File: config.mk
export PLATFORM = sky130hd
export DESIGN_NAME = mux_rr_nx1
export DESIGN_NICKNAME = d
export VERILOG_FILES = /design/src/rtl/mux_rr_nx1.sv
export SDC_FILE = /design/constraint.sdc
export NUM_CORES = 1
export LEC_CHECK = 0
export CAP_MARGIN = 20
export CORE_UTILIZATION = 40
export DETAILED_ROUTE_END_ITERATION = 8
export GPL_TIMING_DRIVEN = 0
export PLACE_DENSITY = 0.76
export SLEW_MARGIN = 0
export SYNTH_ARGS = -nofsm -noshare
export SYNTH_HDL_FRONTEND = slang
export SYNTH_SLANG_ARGS = --single-unit
File: constraint.sdc
create_clock -name clk -period 2.5 [get_ports clk]
set_input_delay 0.5 -clock clk [delete_from_list [all_inputs] [get_ports clk]]
set_output_delay 0.5 -clock clk [all_outputs]
set_load 0.02 [all_outputs]
File: src/rtl/mux_rr_nx1.sv
// N-to-1 valid/ready channel mux with fixed-selector and round-robin
// arbitration feeding a registered, channel-tagged output stage.
module mux_rr_nx1 #(
  parameter int DATA_W = 8,
  parameter int NUM_CH = 4,
  parameter int SEL_W  = $clog2(NUM_CH)
) (
  input  logic                     clk,
  input  logic                     reset,
  input  logic [NUM_CH*DATA_W-1:0] dataIn,
  input  logic [NUM_CH-1:0]        validIn,
  output logic [NUM_CH-1:0]        readyOut,
  input  logic                     mode,
  input  logic [SEL_W-1:0]         selector,
  output logic [DATA_W-1:0]        dataOut,
  output logic [SEL_W-1:0]         chOut,
  output logic                     validOut,
  input  logic                     readyIn
);

  localparam logic [SEL_W:0] NUM_CH_W =
    (SEL_W+1)'(NUM_CH);
  localparam logic [SEL_W-1:0] LAST_CH =
    SEL_W'(NUM_CH-1);

  logic [DATA_W-1:0] ch_data [NUM_CH];

  for (genvar i = 0; i < NUM_CH; i++) begin : g_unpack
    assign ch_data[i] = dataIn[i*DATA_W +: DATA_W];
  end

  logic [DATA_W-1:0] data_q, data_d;
  logic [SEL_W-1:0]  ch_q, ch_d;
  logic              vld_q, vld_d;
  logic [SEL_W-1:0]  last_q, last_d;

  logic              load_en;
  logic              sel_ok;
  logic              fx_hit;
  logic              rr_hit;
  logic [SEL_W-1:0]  rr_idx;
  logic              gnt_any;
  logic [SEL_W-1:0]  gnt_idx;

  assign load_en = !vld_q || readyIn;

  // Out-of-range selectors (non-power-of-two NUM_CH) never grant.
  assign sel_ok = {1'b0, selector} < NUM_CH_W;
  assign fx_hit = sel_ok && validIn[selector];

  // Search starts one past the last RR winner and wraps.
  always_comb begin
    int cand;
    logic [SEL_W-1:0] cand_s;
    rr_hit = 1'b0;
    rr_idx = '0;
    cand   = 0;
    cand_s = '0;
    for (int k = 1; k <= NUM_CH; k++) begin
      cand = int'(last_q) + k;
      if (cand >= NUM_CH) begin
        cand = cand - NUM_CH;
      end
      cand_s = SEL_W'(cand);
      if (!rr_hit && validIn[cand_s]) begin
        rr_hit = 1'b1;
        rr_idx = cand_s;
      end
    end
  end

  assign gnt_any = load_en && (mode ? rr_hit : fx_hit);
  assign gnt_idx = mode ? rr_idx : selector;

  always_comb begin
    readyOut = '0;
    if (reset && gnt_any) begin
      readyOut[gnt_idx] = 1'b1;
    end
  end

  always_comb begin
    data_d = data_q;
    ch_d   = ch_q;
    vld_d  = vld_q;
    last_d = last_q;
    if (load_en) begin
      vld_d = gnt_any;
      if (gnt_any) begin
        data_d = ch_data[gnt_idx];
        ch_d   = gnt_idx;
        if (mode) begin
          last_d = gnt_idx;
        end
      end
    end
  end

  always_ff @(posedge clk or negedge reset) begin
    if (!reset) begin
      data_q <= '0;
      ch_q   <= '0;
      vld_q  <= 1'b0;
      last_q <= LAST_CH;
    end else begin
      data_q <= data_d;
      ch_q   <= ch_d;
      vld_q  <= vld_d;
      last_q <= last_d;
    end
  end

  assign dataOut  = data_q;
  assign chOut    = ch_q;
  assign validOut = vld_q;

endmodule

==> results of run 1 <==
worst max path at each step:
stage               cells after the start       start           to  slack (ns)
floorplan                               6  validIn[3]  readyOut[3]        0.02
global placement                        8  validIn[1]  readyOut[3]       -1.21
detailed placement                      8  validIn[1]  readyOut[3]       -1.25
CTS                                     7   last_q[1]  readyOut[3]       -0.14
global route                            7   last_q[1]  readyOut[3]       -0.27
finish                                  8  validIn[3]  readyOut[3]       -0.16
kinds of logic (layout without fill, tap and decap cells):
kind of cell,count (synthesis),in the layout,share of synthesized area [%]
simple gates,72,72,31.6
compound gates,37,37,23.6
flops,13,13,26.1
buf+inv,13,85,6.27
mux,11,11,12.5
area by class of cell:
| class | count | area share [%] |
|---|---|---|
| Tap cell | 42 | 2.60 |
| Timing Repair Buffer | 69 | 31.3 |
| Inverter | 3 | 0.556 |
| Multi-Input combinational cell | 120 | 44.2 |
| Buffer | 9 | 3.89 |
| Clock buffer | 4 | 1.30 |
| Sequential cell | 13 | 16.2 |
per-stage QoR:
stage / hold WS, ns / TNS, ns / setup WS [ns]
6_report: 0.366 / -0.526 / -0.158
2_1_floorplan: 0.204 / 0 / 0.0188
4_1_cts: 0.382 / -0.360 / -0.144
3_3_place_gp: 0.462 / -8.37 / -1.21
3_5_place_dp: 0.474 / -9.03 / -1.25
5_1_grt: 0.401 / -0.935 / -0.268
per-layer routing:
metal / track usage (%) / vias up
met3: 1.34 / 4
met5: 0 / -
met2: 38.4 / 42
met4: 9.18 / 0
li1: - / 667
met1: 31.2 / 640
sequential cells by signal (all words and copies together) (netlist names):
| name | cells |
|---|---|
| chOut | 2 |
| last_q | 2 |
| validOut | 1 |
| dataOut | 8 |
timing repair:
| item | in CTS | in global routing |
|---|---|---|
| pin swaps | 6 | 2 |
| setup endpoints to repair | 12 | 5 |
| resized for setup | 51 | 1 |
| setup buffers | 12 | 3 |
cell usage in the layout (no fill, tap or decap), drive strengths merged, types with 9 or more instances in the layout:
| cell | Yosys | final |
|---|---|---|
| clkdlybuf4s50 | 0 | 44 |
| buf | 8 | 28 |
| nor2 | 25 | 25 |
| nand2 | 14 | 14 |
| dfrtp | 11 | 11 |
| nand2b | 11 | 11 |
| a21oi | 11 | 11 |
| nor3b | 9 | 9 |
| mux2 | 9 | 9 |
power by group through the flow:
stage	Combinational, W	Sequential, W	Clock, W
final	0.000861	0.000339	0.000131
after global routing	0.000928	0.000348	0.000150
after CTS	0.000838	0.000337	0.000137
after detailed placement	0.000745	0.000334	0
after global placement	0.000729	0.000330	0
after floorplan	0.000401	0.000397	0
critical path, stage by stage:
cell       delay (ns)
buf_2            0.16
or3b_4           0.42
a2111oi_4        0.41
a21oi_4          0.07
nor2_4           0.13
buf_8            0.13
nor4b_4          0.17
buf_4            0.17
==> flow_results.xml, run 1 <==
<?xml version="1.0" encoding="UTF-8"?>
<metrics>
  <group name="timing">
    <metric name="timing.final.setup_violations" unit="">4</metric>
    <metric name="final_min_period_over_clock_period" unit="%">106</metric>
    <metric name="hold_violations" unit="">0</metric>
    <metric name="rsz0062_at_grt" unit="">true</metric>
    <metric name="skew" unit="ns">0.00150</metric>
    <metric name="worst_slew_margin_rel" unit="%">48.8</metric>
    <metric name="final_critical_path_setup_slack" unit="ns">-0.158</metric>
    <metric name="worst-slew-pin-transition" unit="ns">0.765</metric>
    <metric name="maxClockFrequency" unit="MHz">376</metric>
    <metric name="min_clock_period_post_route" unit="ns">2.66</metric>
    <metric name="drv_slew" unit="">0</metric>
  </group>
  <group name="floorplan">
    <metric name="floorplan.die.height" unit="um">58.0</metric>
    <metric name="num_io_pins" unit="">57</metric>
    <metric name="effective_utilization_at_floorplan" unit="%">43.7</metric>
    <metric name="fp.dieArea" unit="um2">3370</metric>
    <metric name="placeableCoreArea" unit="um2">2880</metric>
    <metric name="row_count" unit="">19</metric>
    <metric name="die_width" unit="um">58.0</metric>
  </group>
  <group name="logic_synthesis">
    <metric name="postSynthAreaPerCell" unit="um2">8.60</metric>
    <metric name="synth.lib_cells_used.distinct" unit="">42</metric>
    <metric name="post_synth_inst_count" unit="">146</metric>
    <metric name="synth_area_leader_cell" unit="">dfrtp_1</metric>
    <metric name="netlist_top_cells_count" unit="">24 x nor2_1, 14 x nand2_1, 11 x dfrtp_1, 11 x nand2b_1, 10 x a21oi_1</metric>
    <metric name="synth_top_flop_cell" unit="">dfrtp_1</metric>
    <metric name="post_synthesis_net_count" unit="">188</metric>
    <metric name="mappedNetlistArea" unit="um2">1260</metric>
    <metric name="synth-seq-area-share" unit="%">26.1</metric>
    <metric name="synthArstFlopShare" unit="%">100</metric>
    <metric name="yosys-top-cells-area" unit="">dfrtp_1 22%, nor2_1 7.2%, mux2_4 6.0%, nand2b_1 5.5%, o31ai_2 5.0%</metric>
    <metric name="yosys.cell_count.top_type" unit="">nor2_1</metric>
    <metric name="post-synth-top-area-fraction" unit="%">21.9</metric>
    <metric name="ys_seq_elements" unit="">13</metric>
    <metric name="yosys_warnings" unit="">0</metric>
    <metric name="synth_enable_flop_cells" unit="">0</metric>
  </group>
  <group name="power_and_ir_drop">
    <metric name="total_internal_power" unit="W">0.000800</metric>
    <metric name="power_frac_clock" unit="%">9.8</metric>
    <metric name="post-layout-total-power" unit="W">0.00133</metric>
    <metric name="p_per_area" unit="nW/um2">657</metric>
    <metric name="netSwitchingFraction" unit="%">39.9</metric>
    <metric name="p_leak" unit="nW">0.822</metric>
    <metric name="switching_power" unit="W">0.000531</metric>
    <metric name="seq_power_share" unit="%">25.5</metric>
    <metric name="proportion_of_power_drawn_by_combinational_gates" unit="%">64.7</metric>
    <metric name="ir_worst_vdd" unit="mV">0.401</metric>
  </group>
  <group name="route">
    <metric name="routed_wirelength" unit="um">3720</metric>
    <metric name="post_detailed_route_drc_marker_count" unit="">2</metric>
    <metric name="route.vias.total" unit="">1353</metric>
    <metric name="routed_wire_length_per_instance" unit="um">14.3</metric>
    <metric name="dr_wl_met3" unit="um">136</metric>
    <metric name="final_antenna_net_count" unit="">0</metric>
    <metric name="routedLengthMet1" unit="um">1720</metric>
    <metric name="detail_route.first_pass.iterations" unit="">6</metric>
    <metric name="drt-initial-drc-count" unit="">95</metric>
    <metric name="met2_wirelength" unit="um">1850</metric>
    <metric name="avgViaCountPerCell" unit="">5.20</metric>
    <metric name="top_signal_layer_used" unit="">met4</metric>
  </group>
  <group name="clocking">
    <metric name="tritoncts_clock_tree" unit="">built</metric>
    <metric name="clk_root_buffer_cell" unit="">clkbuf_4</metric>
    <metric name="htreeDepth" unit="">1</metric>
    <metric name="cts_sinks" unit="">13</metric>
    <metric name="cts_hold_repair.buffers" unit="">0</metric>
    <metric name="total_clock_buffers_created_by_cts" unit="">3</metric>
    <metric name="ctsLongestPathBuffers" unit="">2</metric>
    <metric name="clock_latency" unit="ns">0.27</metric>
    <metric name="cts.clk_slew.worst_paths" unit="ns">0.08</metric>
  </group>
  <group name="cells_and_area">
    <metric name="seqCellArea" unit="um2">328</metric>
    <metric name="multiInputGateArea" unit="um2">895</metric>
    <metric name="area_delta_synth_final" unit="%">61.2</metric>
    <metric name="nets" unit="">261</metric>
    <metric name="num-fill-cells" unit="">231</metric>
    <metric name="non_filler_cells_final" unit="">260</metric>
    <metric name="number_of_antenna_diodes" unit="">0</metric>
    <metric name="fin_area" unit="um2">2020</metric>
    <metric name="fraction_of_final_layout_cells_with_drive_strength_greater_than_1" unit="%">27.1</metric>
    <metric name="utilization" unit="%">70.4</metric>
  </group>
  <group name="global_routing">
    <metric name="groute.usage.overall" unit="%">23.0</metric>
    <metric name="grt_antenna_before_repair" unit="">0</metric>
    <metric name="vias_in_the_first_global_route" unit="">1300</metric>
    <metric name="grt_first_pass_wirelength" unit="um">5930</metric>
    <metric name="largest_net_degree_at_the_start_of_global_routing" unit="">17</metric>
    <metric name="globalRouteOverflowTotal" unit="">0</metric>
  </group>
  <group name="place">
    <metric name="gp_routability_congestion" unit="">0.793</metric>
    <metric name="place.detailed.hpwl" unit="um">2730</metric>
    <metric name="dp_cells" unit="">242</metric>
    <metric name="portBuffers" unit="">54</metric>
    <metric name="detailed_place.area" unit="um2">1860</metric>
  </group>
  <group name="hold_path">
    <metric name="worst_hold_path_type" unit="">in2async</metric>
  </group>
  <group name="worst_setup_path">
    <metric name="timing.reg2reg.setup_slack" unit="ns">0.13</metric>
    <metric name="r2r_worst_path_depth" unit="">9</metric>
    <metric name="critical_path_class" unit="">in2out</metric>
    <metric name="cp_endpoint_kind" unit="">output pin</metric>
    <metric name="timing.rr.end" unit="">dataOut[1]</metric>
    <metric name="crit_path_max_fanout" unit="">8</metric>
    <metric name="r2r-start" unit="">last_q[1]</metric>
    <metric name="cp_data_required_time" unit="ns">2.00</metric>
    <metric name="timing.critical_path.arrival" unit="ns">2.16</metric>
    <metric name="critical_path.startpoint_type" unit="">primary input</metric>
  </group>
  <group name="run_status">
    <metric name="outcome" unit="">complete, but fails checks</metric>
    <metric name="violations" unit="">design-rule violations, negative setup slack</metric>
  </group>
  <group name="run">
    <metric name="max-cap-violations" unit="">0</metric>
  </group>
</metrics>
Note: power is estimated with default switching activity, not from simulation.
==> run 2, diff against run 1 <==
REMOVE_ABC_BUFFERS = 1   (was default)
==> flow_results.xml, run 2 (same netlist as run 1, synthesis figures left out) <==
<?xml version="1.0" encoding="UTF-8"?>
<metrics>
  <group name="run_status">
    <metric name="outcome" unit="">complete, but fails checks</metric>
    <metric name="violations" unit="">design-rule violations, negative setup slack</metric>
  </group>
  <group name="timing">
    <metric name="worst_slew_margin_rel" unit="%">52.2</metric>
    <metric name="worst-slew-pin-transition" unit="ns">0.718</metric>
    <metric name="final_critical_path_setup_slack" unit="ns">-0.0708</metric>
    <metric name="min_clock_period_post_route" unit="ns">2.57</metric>
    <metric name="skew" unit="ns">0.00526</metric>
    <metric name="final_min_period_over_clock_period" unit="%">103</metric>
    <metric name="drv_slew" unit="">0</metric>
    <metric name="finalSetupTns" unit="ns">-0.150</metric>
    <metric name="hold_violations" unit="">0</metric>
    <metric name="maxClockFrequency" unit="MHz">389</metric>
    <metric name="timing.final.setup_violations" unit="">4</metric>
    <metric name="rsz0062_at_grt" unit="">true</metric>
  </group>
  <group name="route">
    <metric name="avgViaCountPerCell" unit="">5.39</metric>
    <metric name="route.vias.total" unit="">1384</metric>
    <metric name="post_detailed_route_drc_marker_count" unit="">5</metric>
    <metric name="routed_wirelength" unit="um">3890</metric>
    <metric name="routed_wire_length_per_instance" unit="um">15.1</metric>
    <metric name="final_antenna_net_count" unit="">0</metric>
    <metric name="detail_route.first_pass.iterations" unit="">8</metric>
    <metric name="drt-initial-drc-count" unit="">46</metric>
  </group>
  <group name="cells_and_area">
    <metric name="area_delta_synth_final" unit="%">59.4</metric>
    <metric name="mostFrequentLayoutCell" unit="">clkdlybuf4s50_1</metric>
    <metric name="utilization" unit="%">69.6</metric>
    <metric name="fin_area" unit="um2">2000</metric>
    <metric name="nets" unit="">258</metric>
    <metric name="number_of_flip_flops_in_the_largest_register" unit="">8</metric>
    <metric name="most_used_cells_in_the_layout_excluding_fill_and_tap_cells" unit="">44 x clkdlybuf4s50_1, 22 x nor2_1, 19 x buf_4</metric>
    <metric name="fraction_of_final_layout_cells_with_drive_strength_greater_than_1" unit="%">27.9</metric>
    <metric name="num-fill-cells" unit="">238</metric>
    <metric name="number_of_antenna_diodes" unit="">0</metric>
  </group>
  <group name="clocking">
    <metric name="clk_root_buffer_cell" unit="">clkbuf_4</metric>
    <metric name="total_clock_buffers_created_by_cts" unit="">3</metric>
    <metric name="cts_sinks" unit="">13</metric>
    <metric name="cts.clk_slew.worst_paths" unit="ns">0.10</metric>
    <metric name="clock_latency" unit="ns">0.28</metric>
    <metric name="ctsLongestPathBuffers" unit="">2</metric>
    <metric name="htreeDepth" unit="">1</metric>
    <metric name="tritoncts_clock_tree" unit="">built</metric>
  </group>
  <group name="place">
    <metric name="portBuffers" unit="">56</metric>
    <metric name="gp_routability_congestion" unit="">0.815</metric>
    <metric name="detailed_place.area" unit="um2">1810</metric>
    <metric name="place.detailed.hpwl" unit="um">2550</metric>
  </group>
  <group name="worst_setup_path">
    <metric name="critical_path_class" unit="">reg2out</metric>
    <metric name="cpMaxStageDelayCell" unit="">dfstp_2</metric>
    <metric name="crit_path_max_fanout" unit="">7</metric>
    <metric name="critical_path.startpoint_type" unit="">flip-flop</metric>
    <metric name="crit_chain" unit="">nand3b_1 -&gt; a2111oi_4 -&gt; a21oi_4 -&gt; nor2_4 -&gt; nor4b_4 -&gt; buf_4</metric>
    <metric name="worst_path_largest_cell_delay" unit="ns">0.61</metric>
    <metric name="cp_endpoint_kind" unit="">output pin</metric>
    <metric name="cp_data_required_time" unit="ns">2.00</metric>
    <metric name="buffering_stage_count_on_the_worst_path_with_inverters_included" unit="">1</metric>
    <metric name="cp_top_family" unit="">flip-flops</metric>
    <metric name="timing.critical_path.arrival" unit="ns">2.07</metric>
  </group>
  <group name="floorplan">
    <metric name="floorplan.die.height" unit="um">58.0</metric>
    <metric name="num_io_pins" unit="">57</metric>
    <metric name="die_width" unit="um">58.0</metric>
    <metric name="row_count" unit="">19</metric>
    <metric name="fp.dieArea" unit="um2">3370</metric>
    <metric name="placeableCoreArea" unit="um2">2880</metric>
    <metric name="effective_utilization_at_floorplan" unit="%">43.7</metric>
  </group>
  <group name="power_and_ir_drop">
    <metric name="p_leak" unit="nW">0.806</metric>
    <metric name="p_per_area" unit="nW/um2">652</metric>
    <metric name="ir_worst_vdd" unit="mV">0.409</metric>
    <metric name="post-layout-total-power" unit="W">0.00130</metric>
  </group>
  <group name="global_routing">
    <metric name="vias_in_the_first_global_route" unit="">1354</metric>
    <metric name="globalRouteOverflowTotal" unit="">0</metric>
    <metric name="grt_antenna_before_repair" unit="">0</metric>
    <metric name="largest_net_degree_at_the_start_of_global_routing" unit="">18</metric>
    <metric name="grt_first_pass_wirelength" unit="um">6350</metric>
    <metric name="groute.usage.overall" unit="%">24.8</metric>
  </group>
  <group name="run">
    <metric name="max-cap-violations" unit="">0</metric>
  </group>
  <group name="hold_path">
    <metric name="worst_hold_path_type" unit="">in2async</metric>
  </group>
</metrics>
==> run 2: what timing repair did <==
item | in CTS | in global routing
gates cloned | 1 | 0
setup buffers | 15 | 2
resized for setup | 51 | 8
endpoints found under the setup margin | 12 | 4
hold buffers | 0 | 0
pin swaps | 11 | 4
==> run 2: cell type report <==
type	instances	area, um2	area share (%)
Multi-Input combinational cell	121	908	45.4
Inverter	3	11.3	0.563
Clock buffer	4	26.3	1.31
Tap cell	42	52.6	2.63
Sequential cell	13	328	16.4
Timing Repair Buffer	74	676	33.8
==> run 2: metal layers <==
layer / vias to the layer above / global-route usage (%) / share of wire, %
met2: 51 / 44.3 / 51
met4: 0 / 8.16 / 2.8
met1: 659 / 30.3 / 40
met5: - / 0 / 0
met3: 8 / 3.57 / 6.4
li1: 666 / - / -
==> run 2: worst paths after layout <==
path                       slack, ns      start           to  cells past startpoint
setup / recovery               -0.07  last_q[1]  readyOut[3]                      6
hold / removal                  0.37      reset   dataOut[0]                      1
setup reg to reg                0.16  last_q[1]   dataOut[6]                      9
hold reg to reg                 0.49   chOut[1]     chOut[1]                      2
max in group asynchronous       1.68      reset   dataOut[3]                      1
min in group clk                0.49   chOut[1]     chOut[1]                      2
==> run 2: per-stage QoR <==
stage	hold WS, ns	instances	setup slack, ns
final	0.365	257	-0.0708
after global routing	0.416	257	-0.157
after CTS	0.407	255	-0.0748
after detailed placement	0.475	235	-1.39
after global placement	0.460	234	-1.49
after floorplan	0.204	136	-0.255
==> run 2: power breakdown <==
group	leakage, nW	internal, W	total [W]	switching (W)
logic	0.640	0.000429	0.000824	0.000395
registers	0.151	0.000287	0.000336	0.0000484
clock network	0.0150	0.0000619	0.000145	0.0000836
==> run 3, diff against run 2 <==
CELL_PAD_IN_SITES_DETAIL_PLACEMENT = 0   (was default)
CELL_PAD_IN_SITES_GLOBAL_PLACEMENT = 1   (was default)
CORE_UTILIZATION = 30   (was 40)
PLACE_DENSITY = 0.79   (was 0.76)
SETUP_SLACK_MARGIN = 0.5   (was default)
==> flow_results.xml, run 3 (same netlist as run 1, synthesis figures left out) <==
<?xml version="1.0" encoding="UTF-8"?>
<metrics>
  <group name="worst_setup_path">
    <metric name="worst_path_largest_cell_delay" unit="ns">0.40</metric>
    <metric name="critical_path_class" unit="">in2out</metric>
    <metric name="cp_top_family" unit="">simple AND/OR/NAND/NOR gates</metric>
    <metric name="r2r-start" unit="">last_q[1]</metric>
    <metric name="cp_data_required_time" unit="ns">2.00</metric>
    <metric name="cp_endpoint_kind" unit="">output pin</metric>
    <metric name="cpMaxStageDelayCell" unit="">or3b_4</metric>
    <metric name="timing.critical_path.arrival" unit="ns">2.07</metric>
    <metric name="buffering_stage_count_on_the_worst_path_with_inverters_included" unit="">2</metric>
    <metric name="crit_chain" unit="">buf_6 -&gt; or3b_4 -&gt; a2111oi_4 -&gt; a21oi_4 -&gt; nor2_4 -&gt; nor4b_4 -&gt; buf_4</metric>
    <metric name="critical_path.startpoint_type" unit="">primary input</metric>
    <metric name="crit_path_max_fanout" unit="">8</metric>
    <metric name="crit_start" unit="">validIn[3]</metric>
  </group>
  <group name="cells_and_area">
    <metric name="most_used_cells_in_the_layout_excluding_fill_and_tap_cells" unit="">44 x clkdlybuf4s50_1, 21 x nor2_1, 19 x buf_4</metric>
    <metric name="number_of_antenna_diodes" unit="">0</metric>
    <metric name="num-fill-cells" unit="">349</metric>
    <metric name="mostFrequentLayoutCell" unit="">clkdlybuf4s50_1</metric>
    <metric name="area_delta_synth_final" unit="%">68.4</metric>
    <metric name="multiInputGateArea" unit="um2">951</metric>
    <metric name="fin_area" unit="um2">2120</metric>
    <metric name="seqCellArea" unit="um2">328</metric>
    <metric name="non_filler_cells_final" unit="">269</metric>
    <metric name="nets" unit="">262</metric>
    <metric name="number_of_flip_flops_in_the_largest_register" unit="">8</metric>
    <metric name="fraction_of_final_layout_cells_with_drive_strength_greater_than_1" unit="%">32.0</metric>
  </group>
  <group name="floorplan">
    <metric name="placeableCoreArea" unit="um2">4000</metric>
    <metric name="effective_utilization_at_floorplan" unit="%">31.4</metric>
    <metric name="die_width" unit="um">66.7</metric>
    <metric name="row_count" unit="">23</metric>
    <metric name="floorplan.die.height" unit="um">66.7</metric>
    <metric name="fp.dieArea" unit="um2">4450</metric>
    <metric name="num_io_pins" unit="">57</metric>
  </group>
  <group name="hold_path">
    <metric name="worst_hold_path_type" unit="">in2async</metric>
  </group>
  <group name="timing">
    <metric name="drv_slew" unit="">0</metric>
    <metric name="rsz0062_at_grt" unit="">true</metric>
    <metric name="worst-slew-pin-transition" unit="ns">0.716</metric>
    <metric name="final_min_period_over_clock_period" unit="%">103</metric>
    <metric name="timing.final.setup_violations" unit="">3</metric>
    <metric name="worst_slew_margin_rel" unit="%">52.3</metric>
    <metric name="skew" unit="ns">0.00547</metric>
    <metric name="worst_hold_slack" unit="ns">0.416</metric>
    <metric name="maxClockFrequency" unit="MHz">390</metric>
    <metric name="hold_violations" unit="">0</metric>
    <metric name="min_clock_period_post_route" unit="ns">2.57</metric>
    <metric name="final_critical_path_setup_slack" unit="ns">-0.0667</metric>
  </group>
  <group name="power_and_ir_drop">
    <metric name="switching_power" unit="W">0.000567</metric>
    <metric name="post-layout-total-power" unit="W">0.00144</metric>
    <metric name="power_frac_clock" unit="%">13.4</metric>
    <metric name="p_per_area" unit="nW/um2">682</metric>
    <metric name="p_leak" unit="nW">0.853</metric>
    <metric name="netSwitchingFraction" unit="%">39.3</metric>
    <metric name="ir_worst_vdd" unit="mV">0.305</metric>
    <metric name="total_internal_power" unit="W">0.000876</metric>
    <metric name="seq_power_share" unit="%">23.3</metric>
    <metric name="proportion_of_power_drawn_by_combinational_gates" unit="%">63.3</metric>
  </group>
  <group name="route">
    <metric name="detail_route.first_pass.iterations" unit="">6</metric>
    <metric name="routed_wirelength" unit="um">4340</metric>
    <metric name="post_detailed_route_drc_marker_count" unit="">0</metric>
    <metric name="avgViaCountPerCell" unit="">5.15</metric>
    <metric name="drt-initial-drc-count" unit="">26</metric>
    <metric name="route.vias.total" unit="">1386</metric>
    <metric name="final_antenna_net_count" unit="">0</metric>
    <metric name="routed_wire_length_per_instance" unit="um">16.1</metric>
  </group>
  <group name="global_routing">
    <metric name="groute.usage.overall" unit="%">19.6</metric>
    <metric name="globalRouteOverflowTotal" unit="">0</metric>
    <metric name="largest_net_degree_at_the_start_of_global_routing" unit="">22</metric>
    <metric name="grt_first_pass_wirelength" unit="um">6460</metric>
    <metric name="grt_antenna_before_repair" unit="">0</metric>
    <metric name="vias_in_the_first_global_route" unit="">1330</metric>
  </group>
  <group name="clocking">
    <metric name="clk_root_buffer_cell" unit="">clkbuf_8</metric>
    <metric name="cts.clk_slew.worst_paths" unit="ns">0.06</metric>
    <metric name="htreeDepth" unit="">1</metric>
    <metric name="tritoncts_clock_tree" unit="">built</metric>
    <metric name="cts_sinks" unit="">13</metric>
    <metric name="cts_hold_repair.buffers" unit="">0</metric>
    <metric name="ctsLongestPathBuffers" unit="">2</metric>
    <metric name="clock_latency" unit="ns">0.25</metric>
    <metric name="total_clock_buffers_created_by_cts" unit="">3</metric>
  </group>
  <group name="place">
    <metric name="dp_cells" unit="">243</metric>
    <metric name="place.detailed.hpwl" unit="um">2770</metric>
    <metric name="gp_routability_congestion" unit="">0.782</metric>
    <metric name="portBuffers" unit="">56</metric>
    <metric name="dp_worst_setup_slack" unit="ns">-1.46</metric>
    <metric name="detailed_place.area" unit="um2">1830</metric>
  </group>
  <group name="run_status">
    <metric name="outcome" unit="">complete, but fails checks</metric>
    <metric name="violations" unit="">negative setup slack</metric>
  </group>
  <group name="run">
    <metric name="max-cap-violations" unit="">0</metric>
  </group>
</metrics>
==> run 3: layout make-up <==
class / count / area share [%]
Timing Repair Buffer: 78 / 33.9
Sequential cell: 13 / 15.5
Tap cell: 50 / 2.96
Clock buffer: 4 / 2.13
Inverter: 3 / 0.532
Multi-Input combinational cell: 121 / 44.9
==> run 3: worst paths after layout <==
check	endpoint	slack (ns)	cells past startpoint
worst max register to register	dataOut[7]	0.09	10
max in group asynchronous	dataOut[2]	1.63	1
worst min register to register	dataOut[1]	0.48	2
worst min-delay path	chOut[1]	0.42	1
worst max-delay path	readyOut[3]	-0.07	7
min in group clk	dataOut[1]	0.48	2
==> run 3: metal layers <==
layer / vias to the layer above / track usage, % / wire (um)
li1: 674 / - / -
met1: 674 / 21.9 / 1720
met2: 30 / 37.8 / 2440
met3: 8 / 1.71 / 105
met4: 0 / 6.91 / 72
met5: - / 0 / 0
==> run 3: worst reg2reg max path, delay by kind of cell, from the launching register on <==
kind	cells	cell delay, ns
AOI/OAI and AO/OA	3	0.64
and+or+nand+nor	2	0.56
buffers and inverters	4	0.43
DFF	1	0.39
muxes	1	0.29
==> run 3: power by group through the flow <==
stage / clock, W / combinational (W) / sequential (W)
after floorplan: 0 / 0.000334 / 0.000408
after global placement: 0 / 0.000659 / 0.000345
after detailed placement: 0 / 0.000685 / 0.000349
after CTS: 0.000195 / 0.000820 / 0.000337
after global routing: 0.000207 / 0.000977 / 0.000346
final: 0.000193 / 0.000914 / 0.000336
==> run 3: repair_timing <==
item                                    4_1_cts  5_1_grt
endpoints found under the setup margin       15       13
cloned                                        1        1
pin swaps                                    11        4
buffers inserted                             12        8
resized for setup                            62       15
==> run 3: per-stage QoR <==
step | setup TNS, ns | util (%)
after global placement | -12.99 | 45.3
after detailed placement | -11.46 | 45.7
after floorplan | -0.710 | -
after CTS | -0.125 | 50.4
after global routing | -0.357 | 52.9
final | -0.0935 | 52.9
